### src/rtl/pipe_ctrl.sv
// rtl/pipe_ctrl.sv - in-order pipeline control: valid tracking, hazard stalls, memory wait, flush, forwarding
// Stage 0 = IF, 1 = ID, 2 = EX/M, STAGES-1 = WB.

module pipe_ctrl #(
   parameter int STAGES  = 4,
   parameter int RA_W    = 5,
   parameter int MEM_LAT = 2,
   parameter int CNT_W   = 32
) (
   input  logic              clk,
   input  logic              rst_n,
   input  logic              if_valid,
   input  logic [RA_W-1:0]   id_rs1,
   input  logic [RA_W-1:0]   id_rs2,
   input  logic              id_use1,
   input  logic              id_use2,
   input  logic [RA_W-1:0]   ex_rd,
   input  logic              ex_regwrite,
   input  logic              ex_memread,
   input  logic              ex_memop,
   input  logic [RA_W-1:0]   wb_rd,
   input  logic              wb_regwrite,
   input  logic              redirect,
   output logic              pc_en,
   output logic [STAGES-1:0] stage_en,
   output logic [STAGES-1:0] stage_valid,
   output logic [1:0]        fwd_a,
   output logic [1:0]        fwd_b,
   output logic [CNT_W-1:0]  stall_cnt,
   output logic [CNT_W-1:0]  flush_cnt,
   output logic [CNT_W-1:0]  retire_cnt
);

   localparam int WB = STAGES - 1;

   typedef enum logic [1:0] {RUN, MWAIT, FLUSH} state_t;

   state_t            state;
   logic [3:0]        wait_cnt;
   logic [STAGES-1:0] valid;
   logic [STAGES-1:0] valid_nxt;
   logic              redirect_ok;
   logic              load_use;
   logic              mem_start;

   assign stage_valid = valid;
   assign redirect_ok = redirect & valid[WB];
   assign mem_start   = (state == RUN) & valid[2] & ex_memop & (MEM_LAT > 1);

   always_comb begin
      load_use = valid[1] & valid[2] & ex_memread & (ex_rd != '0) &
                 ((id_use1 & (id_rs1 == ex_rd)) | (id_use2 & (id_rs2 == ex_rd)));
   end

   // A taken redirect overrides any stall so the correct-path fetch starts at once.
   always_comb begin
      pc_en    = 1'b1;
      stage_en = '1;
      if (!redirect_ok) begin
         if (state == MWAIT) begin
            pc_en         = 1'b0;
            stage_en[2:0] = 3'b000;
         end else if (state == RUN && load_use) begin
            pc_en         = 1'b0;
            stage_en[1:0] = 2'b00;
         end
      end
   end

   always_comb begin
      valid_nxt = valid;
      if (redirect_ok) begin
         valid_nxt = '0;
      end else begin
         if (stage_en[0]) valid_nxt[0] = if_valid;
         for (int i = 1; i < STAGES; i++) begin
            if (stage_en[i]) valid_nxt[i] = valid[i-1];
         end
         if (state == MWAIT)
            valid_nxt[3] = 1'b0;
         else if (!pc_en)
            valid_nxt[2] = 1'b0;
      end
   end

   // EX result takes precedence over WB; loads in EX cannot forward yet.
   always_comb begin
      fwd_a = 2'b00;
      if (valid[2] & ex_regwrite & !ex_memread & (ex_rd != '0) & (ex_rd == id_rs1) & id_use1)
         fwd_a = 2'b01;
      else if (valid[WB] & wb_regwrite & (wb_rd != '0) & (wb_rd == id_rs1) & id_use1)
         fwd_a = 2'b10;
   end

   always_comb begin
      fwd_b = 2'b00;
      if (valid[2] & ex_regwrite & !ex_memread & (ex_rd != '0) & (ex_rd == id_rs2) & id_use2)
         fwd_b = 2'b01;
      else if (valid[WB] & wb_regwrite & (wb_rd != '0) & (wb_rd == id_rs2) & id_use2)
         fwd_b = 2'b10;
   end

   always_ff @(posedge clk or negedge rst_n) begin
      if (!rst_n) begin
         state      <= RUN;
         wait_cnt   <= 4'd0;
         valid      <= '0;
         stall_cnt  <= '0;
         flush_cnt  <= '0;
         retire_cnt <= '0;
      end else begin
         valid <= valid_nxt;

         if (!pc_en && stall_cnt != '1)
            stall_cnt <= stall_cnt + CNT_W'(1);
         if (redirect_ok && flush_cnt != '1)
            flush_cnt <= flush_cnt + CNT_W'(1);
         if (valid[WB] && retire_cnt != '1)
            retire_cnt <= retire_cnt + CNT_W'(1);

         if (redirect_ok) begin
            state    <= FLUSH;
            wait_cnt <= 4'd0;
         end else begin
            case (state)
               RUN: begin
                  if (mem_start) begin
                     state    <= MWAIT;
                     wait_cnt <= 4'(MEM_LAT - 1);
                  end
               end
               MWAIT: begin
                  if (wait_cnt <= 4'd1) begin
                     state    <= RUN;
                     wait_cnt <= 4'd0;
                  end else begin
                     wait_cnt <= wait_cnt - 4'd1;
                  end
               end
               FLUSH:   state <= RUN;
               default: state <= RUN;
            endcase
         end
      end
   end

endmodule

### config.mk
export PLATFORM = sky130hd
export DESIGN_NAME = pipe_ctrl
export DESIGN_NICKNAME = d
export VERILOG_FILES = /design/src/rtl/pipe_ctrl.sv
export SDC_FILE = /design/constraint.sdc
export NUM_CORES = 1
export LEC_CHECK = 0
export BUFFER_PORTS_ARGS = -buffer_cell sky130_fd_sc_hd__buf_2
export CAP_MARGIN = 20
export CORE_MARGIN = 3
export CORE_UTILIZATION = 35
export CTS_CLUSTER_SIZE = 40
export DETAILED_ROUTE_END_ITERATION = 8
export GPL_TIMING_DRIVEN = 0
export HOLD_SLACK_MARGIN = 0.03
export PLACE_DENSITY = 0.66
export SETUP_SLACK_MARGIN = 0.15
export SYNTH_ARGS = -nofsm -noshare
export SYNTH_HDL_FRONTEND = slang
export SYNTH_SLANG_ARGS = --single-unit
### constraint.sdc
create_clock -name clk -period 4.6 [get_ports clk]
set_input_delay 1.38 -clock clk [delete_from_list [all_inputs] [get_ports clk]]
set_output_delay 1.38 -clock clk [all_outputs]
set_load 0.01 [all_outputs]
# Word-level counts from Yosys, hierarchy flattened
# Index checks and enable logic that the tools add are counted.
# Widths: inputs -> output; s select.
# word_totals
reg_bits	106
in_bits	30
output_inout_bits	109
elab_cells	88
# op_classes
n_addsub	4
n_lt_le_gt_ge	1
eq_ne	12
mux	26
bitwise	23
n_reduce_logical	14
# op_table
operator	count
$add 32x1->32 const B	3
$ne 32x32->1 const B	3
$eq 5x5->1	6
$and 1x1->1	22
$mux 2	9
$mux 4	4
$mux 1	10
$reduce_bool 5->1	2
$pmux 4 s2	1
$le 4x1->1 const B	1
$logic_and 1x1->1	4
$pmux 2 s2	1
$reduce_and 2->1	2
$reduce_bool 2->1	2
$sub 4x1->4 const B	1
$mux 3	1
$ne 3x2->1 const B	1
$ne 3x3->1 const B	1
$reduce_bool 3->1	1
$eq 2x1->1 const B	1
$logic_not 1->1	2
$logic_not 2->1	1
$or 1x1->1	1

# Logic depth before layout (Yosys ltp)
# Gate-level depths: netlist of run 1.
# logic_depth
ltp_word	12
mapped_depth	10
ltp_nobuf	9

# Worst setup path before layout of run 1
# Ideal clock, no wire load.
# synth_path
path_kind	input-to-output
start	in ex_rd[0]
end	out stage_en[1]
arrival_ps	2798
required_time_ps	3220
path_slack_ps	422
cell_stages	8
n_path_buf	2
path_cell_list	or4_1 > o21ai_1 > or4_4 > a21oi_4 > or2_1 > buf_4 > inv_1 > buf_4
# synth_via
elab_chain_len	8
elab_cells_between_ends	12
classes_between	2 x eq/ne; 3 x mux; 5 x bitwise; 2 x reduce/logical
# synth_rtl
item	line_no	source
from (decl)	17	input logic [RA_W-1:0] ex_rd,
$eq 5x5->1	52	((id_use1 & (id_rs1 == ex_rd)) | (id_use2 & (id_rs2 == ex_rd)));
$and 1x1->1	52	
$or 1x1->1	52	
$and 1x1->1 *	51	load_use = valid[1] & valid[2] & ex_memread & (ex_rd != '0) &
$logic_and 1x1->1 *	63	end else if (state == RUN && load_use) begin
$mux 2 *	63	
$mux 2 *	60	if (state == MWAIT) begin
$mux 3 *	59	if (!redirect_ok) begin
to (decl)	25	output logic [STAGES-1:0] stage_en,
# Every way passes the cells marked *; elsewhere a longest branch is shown, timed or not.

# Worst setup path in the final report of run 1
# layout_path
start	in ex_rd[1]
end	out stage_en[1]
# The elaborated chain is that of the path after synthesis.

==> impl_metrics.yaml, run 1 <==
status:
  status: "finished clean"
floorplanning:
  dieArea_um2: 16600
  die_w_um: 129
  die_h_um: 129
  design.core.area_um2: 14600
  start_util: 0.360
  placementRows: 44
  io_pins: 139
logic_synthesis:
  synth-edff-count: 0
  async_flop_share: 1.00
  synth_fp_nets: 547
  synth_xor_area_frac: 0.187
  avgSynthCellArea_um2: 10.3
  syn_area_um2: 5280
  ys_ff_latch: 106
  synthMuxAreaShare: 0.00616
  seq_area_frac_synth: 0.502
  synth_flop_cell: "dfrtp_1"
  synth_cells: 512
  yosys_warnings: 0
  synth_cell_types: 44
  synthAdderAreaFrac: 0.0119
  synth_top_family_by_area: "simple AND/OR/NAND/NOR gates"
  synth-compound-area-share: 0.0254
  synth-simple-area-share: 0.240
global_routing:
  grt_pass1_vias: 4247
  grt_use_total: 0.158
  grt_max_degree: 62
  antenna_found_initial: 0
  grt_pass1_wl_um: 21200
  gr-total-overflow: 0
run:
  drv_cap: 0
drt:
  drc: 0
  vias: 4354
  drt_wl_total_um: 13100
  wire_per_inst_um: 15.3
  drt_iter0_drc: 139
  ant_nets: 0
  viasPerCell: 5.11
  dr.pass1.iters: 4
clock_network:
  cts_tree: "done"
  cts-root-buf: "clkbuf_16"
  clk-insertion-delay-late_ps: 350
  cts_buffers: 9
  clk_path_buf_depth: 2
  cts.sinks: 106
  clkTransAtPathRegs_ps: 70
  h-tree-depth: 3
setup_path:
  crit_type: "in2out"
  crit_path_start_kind: "input pin"
  cp-startpoint: "ex_rd[1]"
  endpoint_kind: "output pin"
  required_ps: 3220
  crit_path_top_delay_cell: "or4_4"
  crit_path_max_fanout: 6
  max_stage_delay_ps: 530
  cp_cell_sequence: "buf_2, or4_4, o21ai_4, or4_4, a21oi_4, or2_1, buf_6, inv_2, buf_4, buf_6"
  regToRegStartpoint: "flush_cnt[23]$_DFFE_PN0P_"
  crit_arrival_ps: 2990
  reg2reg_to: "flush_cnt[21]$_DFFE_PN0P_"
  r2r_cells: 8
  r2r_slack_ps: 2250
power:
  power_frac_comb: 0.235
  p_leak_nw: 3.25
  power_switching_mw: 0.828
  ir_drop_uv: 345
  p_per_area_nw_per_um2: 386
  seqPwrFrac: 0.455
  swShare: 0.326
  p_clk_frac: 0.309
  p_int_mw: 1.71
timing:
  worstMarginPinSlew_ps: 848
  slew_headroom: 0.430
  setup_viol: 0
  min_period_ps: 4370
  rsz0062_at_grt: "false"
  clock_skew_ps: 4.58
  hold_viol: 0
  max_freq_ghz: 0.229
  timing.final.crit_share: 0.950
  tns_ps: 0
  finalMaxSlewViolations: 0
placed_design:
  portBuffers: 137
  dp_cells: 834
  gp_congestion: 0.852
  hpwl_um: 9800
min_path:
  hold_start: "retire_cnt[31]$_DFFE_PN0P_"
  whs_endpoint: "retire_cnt[31]$_DFFE_PN0P_"
  hold_depth: 1
  hold_class: "reg2reg"
final_layout:
  num-fill-cells: 1418
  nets: 698
  n_antenna_cell: 0
  synthToLayoutAreaGrowth_pct: 24.7
  regArea_um2: 2650
  layout_commonest_cell: "buf_2"
  stdcell_count: 852
  multi_input_area_um2: 2520
  drive_above_1_share: 0.265
  final_cell_mix: "buf_2 (134), dfrtp_1 (106), xnor2_1 (73), nand2_1 (48), nand3_1 (44)"
## cells by family (layout without fill, tap and decap cells)
family                     count (synthesis)  count (layout)
buffers and inverters                     27             183
and+or+nand+nor                          239             239
adders and majority gates                  5               5
other                                      1               1
AOI/OAI and AO/OA                         18              18
xor gates and xnor gates                 113             113
DFF                                      106             106
muxes                                      3               3
## power by group through the flow
stage                     Combinational, mW  Sequential (mW)  Clock (mW)
final                                 0.598             1.16       0.786
after global routing                  0.660             1.18       0.850
after CTS                             0.585             1.15       0.821
after detailed placement              0.580             1.17           0
after global placement                0.560             1.16           0
after floorplan                       0.318             1.18           0
## cell type report
type | count | share of cell area
Buffer | 10 | 0.0114
Clock buffer | 9 | 0.0342
Clock inverter | 7 | 0.0116
Inverter | 17 | 0.00970
Multi-Input combinational cell | 379 | 0.383
Sequential cell | 106 | 0.403
Tap cell | 184 | 0.0350
Timing Repair Buffer | 140 | 0.113
## flip-flops by register name, summed over array words and instances (netlist names)
signal	flops
wait_cnt	4
stage_valid	4
retire_cnt	32
flush_cnt	32
state	2
stall_cnt	32
## timing repair
item                       4_1_cts  5_1_grt
hold buffers                     0        0
resized for setup                2        8
setup endpoints to repair        1        2
buffers inserted                 0        2
pin swaps                        0        5
## through the flow
stage | area [um2] | power (mW) | worst slack (ps) | hold WS [ps] | utilization
2_1_floorplan | 5280 | 1.50 | 422 | 473 | -
5_1_grt | 6580 | 2.69 | 158 | 500 | 0.449
4_1_cts | 6530 | 2.56 | 155 | 488 | 0.446
3_5_place_dp | 6220 | 1.75 | 92.4 | 475 | 0.425
6_report | 6580 | 2.54 | 230 | 485 | 0.449
3_3_place_gp | 6190 | 1.72 | 102 | 469 | 0.423
## worst max path at each step
stage                        to  slack, ps  cells past startpoint
floorplan           stage_en[1]        420                      8
global placement    stage_en[1]        100                     10
detailed placement  stage_en[1]         90                     10
CTS                 stage_en[1]        150                     10
global route        stage_en[1]        160                     10
finish              stage_en[1]        230                     10
## cell usage after synthesis, types with 2 or more instances
| master | count | area share |
|---|---|---|
| and4_1 | 10 | 0.017 |
| dfrtp_1 | 106 | 0.50 |
| nand4_1 | 30 | 0.036 |
| buf_4 | 3 | 0.0043 |
| o21ai_0 | 5 | 0.0047 |
| nor2_1 | 41 | 0.029 |
| a22o_1 | 2 | 0.0033 |
| inv_1 | 17 | 0.012 |
| nand2b_1 | 4 | 0.0047 |
| nor4_1 | 6 | 0.0071 |
| or4_1 | 3 | 0.0043 |
| ha_1 | 5 | 0.012 |
| nand2_1 | 48 | 0.034 |
| clkbuf_1 | 4 | 0.0028 |
| and2_1 | 3 | 0.0036 |
| and3_1 | 25 | 0.030 |
| nor4_2 | 3 | 0.0071 |
| nand3_1 | 45 | 0.043 |
| xnor2_1 | 73 | 0.12 |
| xor2_1 | 40 | 0.066 |
| nor3_1 | 12 | 0.011 |
| buf_6 | 3 | 0.0064 |
| a21oi_1 | 3 | 0.0028 |
## critical path: cells and delay by family
family                 cells  cell delay [ps]
AOI/OAI and AO/OA          2              200
and+or+nand+nor            3              910
buffers and inverters      5              500
## routing by layer
layer,vias to the layer above,share of wire,track usage,routed length [um]
li1,2071,-,-,-
met1,2124,0.44,0.208,5810
met2,142,0.47,0.257,6180
met3,17,0.066,0.0403,863
met4,0,0.016,0.0488,204
met5,-,0,0,0
Power figures use the tool's default switching activity.
==> inputs of run 2 (changes only) <==
--- a/config.mk
+++ b/config.mk
@@ -14,7 +14,7 @@
 export GPL_TIMING_DRIVEN = 0
 export HOLD_SLACK_MARGIN = 0.03
 export PLACE_DENSITY = 0.66
-export SETUP_SLACK_MARGIN = 0.15
+export SETUP_SLACK_MARGIN = 0.4
 export SYNTH_ARGS = -nofsm -noshare
 export SYNTH_HDL_FRONTEND = slang
 export SYNTH_SLANG_ARGS = --single-unit
==> constraint.sdc (replaced) <==
create_clock -name clk -period 5.7 [get_ports clk]
set_input_delay 1.71 -clock clk [delete_from_list [all_inputs] [get_ports clk]]
set_output_delay 1.71 -clock clk [all_outputs]
set_load 0.01 [all_outputs]
==> impl_metrics.yaml, run 2 (synthesis results as in run 1) <==
timing:
  timing.final.crit_share: 0.903
  hold_viol: 0
  finalMaxSlewViolations: 0
  setup_viol: 0
  worstMarginPinSlew_ps: 848
  rsz0062_at_grt: "false"
  max_freq_ghz: 0.194
  tns_ps: 0
  min_period_ps: 5150
  clock_skew_ps: 4.64
  slew_headroom: 0.430
clock_network:
  post-cts-setup-buffers: 0
  clk_path_buf_depth: 2
  cts-root-buf: "clkbuf_16"
  h-tree-depth: 3
  cts_tree: "done"
  cts_resized: 0
  cts_buffers: 9
  clk-insertion-delay-late_ps: 350
  cts.sinks: 106
  hold_buffers: 0
  clkTransAtPathRegs_ps: 70
global_routing:
  top_usage_layer: "met2"
  met2_usage: 0.256
  grt_pass1_vias: 4248
  grt.met3_usage: 0.0403
  grt_pass1_wl_um: 21100
  grtUsageMet1: 0.207
  grt_use_total: 0.158
  antenna_found_initial: 0
  grt_max_degree: 62
  gr-total-overflow: 0
setup_path:
  crit_path_start_kind: "input pin"
  r2r_cells: 8
  max_stage_delay_ps: 540
  endpoint_kind: "output pin"
  crit_type: "in2out"
  crit_path_max_fanout: 10
  reg2reg_to: "flush_cnt[21]$_DFFE_PN0P_"
  crit_path_top_delay_cell: "or4_1"
  cp_cell_sequence: "buf_2, or4_1, o21ai_1, or4_4, a21oi_4, or2_1, buf_4, inv_1, buf_4, buf_2"
  r2r_slack_ps: 3350
  regToRegStartpoint: "flush_cnt[23]$_DFFE_PN0P_"
  crit_arrival_ps: 3440
  required_ps: 3990
min_path:
  hold_class: "reg2reg"
  whs_endpoint: "retire_cnt[31]$_DFFE_PN0P_"
  hold_start: "retire_cnt[31]$_DFFE_PN0P_"
  hold_depth: 1
floorplanning:
  dieArea_um2: 16600
  start_util: 0.360
  design.core.area_um2: 14600
  placementRows: 44
  die_w_um: 129
  io_pins: 139
  die_h_um: 129
run:
  drv_cap: 0
final_layout:
  n_antenna_cell: 0
  nets: 696
  final_cell_mix: "buf_2 (136), dfrtp_1 (106), xnor2_1 (73), nand2_1 (48), nand3_1 (45)"
  design_area_um2: 6530
  final_util: 0.446
  reg_top3: "flush_cnt: 32 flops, retire_cnt: 32 flops, stall_cnt: 32 flops"
  layout_commonest_cell: "buf_2"
  synthToLayoutAreaGrowth_pct: 23.6
  drive_above_1_share: 0.255
power:
  p_int_mw: 1.37
  ir_drop_uv: 278
  p_leak_nw: 3.23
  swShare: 0.325
  p_clk_frac: 0.313
  power_mw: 2.03
  seqPwrFrac: 0.459
  power_frac_comb: 0.228
  p_per_area_nw_per_um2: 311
  power_switching_mw: 0.659
drt:
  drt_iter0_drc: 134
  dr.pass1.iters: 4
  viasPerCell: 5.12
  drc: 0
  wire_per_inst_um: 15.2
  drt_wl_total_um: 12900
  vias: 4353
  ant_nets: 0
placed_design:
  portBuffers: 137
  gp_congestion: 0.852
  post_dp_cell_area_um2: 6220
  hpwl_um: 9800
status:
  status: "finished clean"
## run 2: cell types whose count changed in the layout (fill, tap and decap cells not counted), sizes merged
| cell | change |
|---|---|
| clkbuf | -1 |
| buf | -1 |
## run 2: through the flow
step	instances	hold WS [ps]	setup slack, ps
global route	850	500	442
global placement	833	469	542
finish	850	485	553
detailed placement	834	475	532
CTS	850	488	527
floorplan	512	473	862
## run 2: worst max path at each step
stage | start | endpoint | cells after the start
2_1_floorplan | ex_rd[0] | stage_en[1] | 8
3_3_place_gp | ex_rd[0] | stage_en[1] | 10
3_5_place_dp | ex_rd[0] | stage_en[1] | 10
4_1_cts | ex_rd[0] | stage_en[1] | 10
5_1_grt | ex_rd[0] | stage_en[1] | 10
6_report | ex_rd[0] | stage_en[1] | 10
## run 2: routing by layer
metal  vias to the layer above  part of all wire
met5                         -                 0
met3                        17             0.064
met4                         0             0.016
met2                       142              0.47
li1                       2067                 -
met1                      2127              0.45
## run 2: critical path: cells and delay by family
kind	cells	cell delay, ps
AND/OR/NAND/NOR	3	920
buffers and inverters	5	580
AO/OA/AOI/OAI	2	230
## run 2: power groups by stage
stage                     Sequential, mW  Clock [mW]  Combinational (mW)
after global routing               0.947       0.686               0.512
after CTS                          0.930       0.663               0.471
after detailed placement           0.944           0               0.468
final                              0.931       0.635               0.463
after global placement             0.936           0               0.452
after floorplan                    0.951           0               0.257
## run 2: area by class of cell
cell class / count / area [um2]
Inverter: 17 / 63.8
Timing Repair Buffer: 138 / 716
Clock inverter: 7 / 76.3
Fill cell: 1422 / 8120
Buffer: 10 / 71.3
Multi-Input combinational cell: 379 / 2490
Tap cell: 184 / 230
Sequential cell: 106 / 2650
Clock buffer: 9 / 225
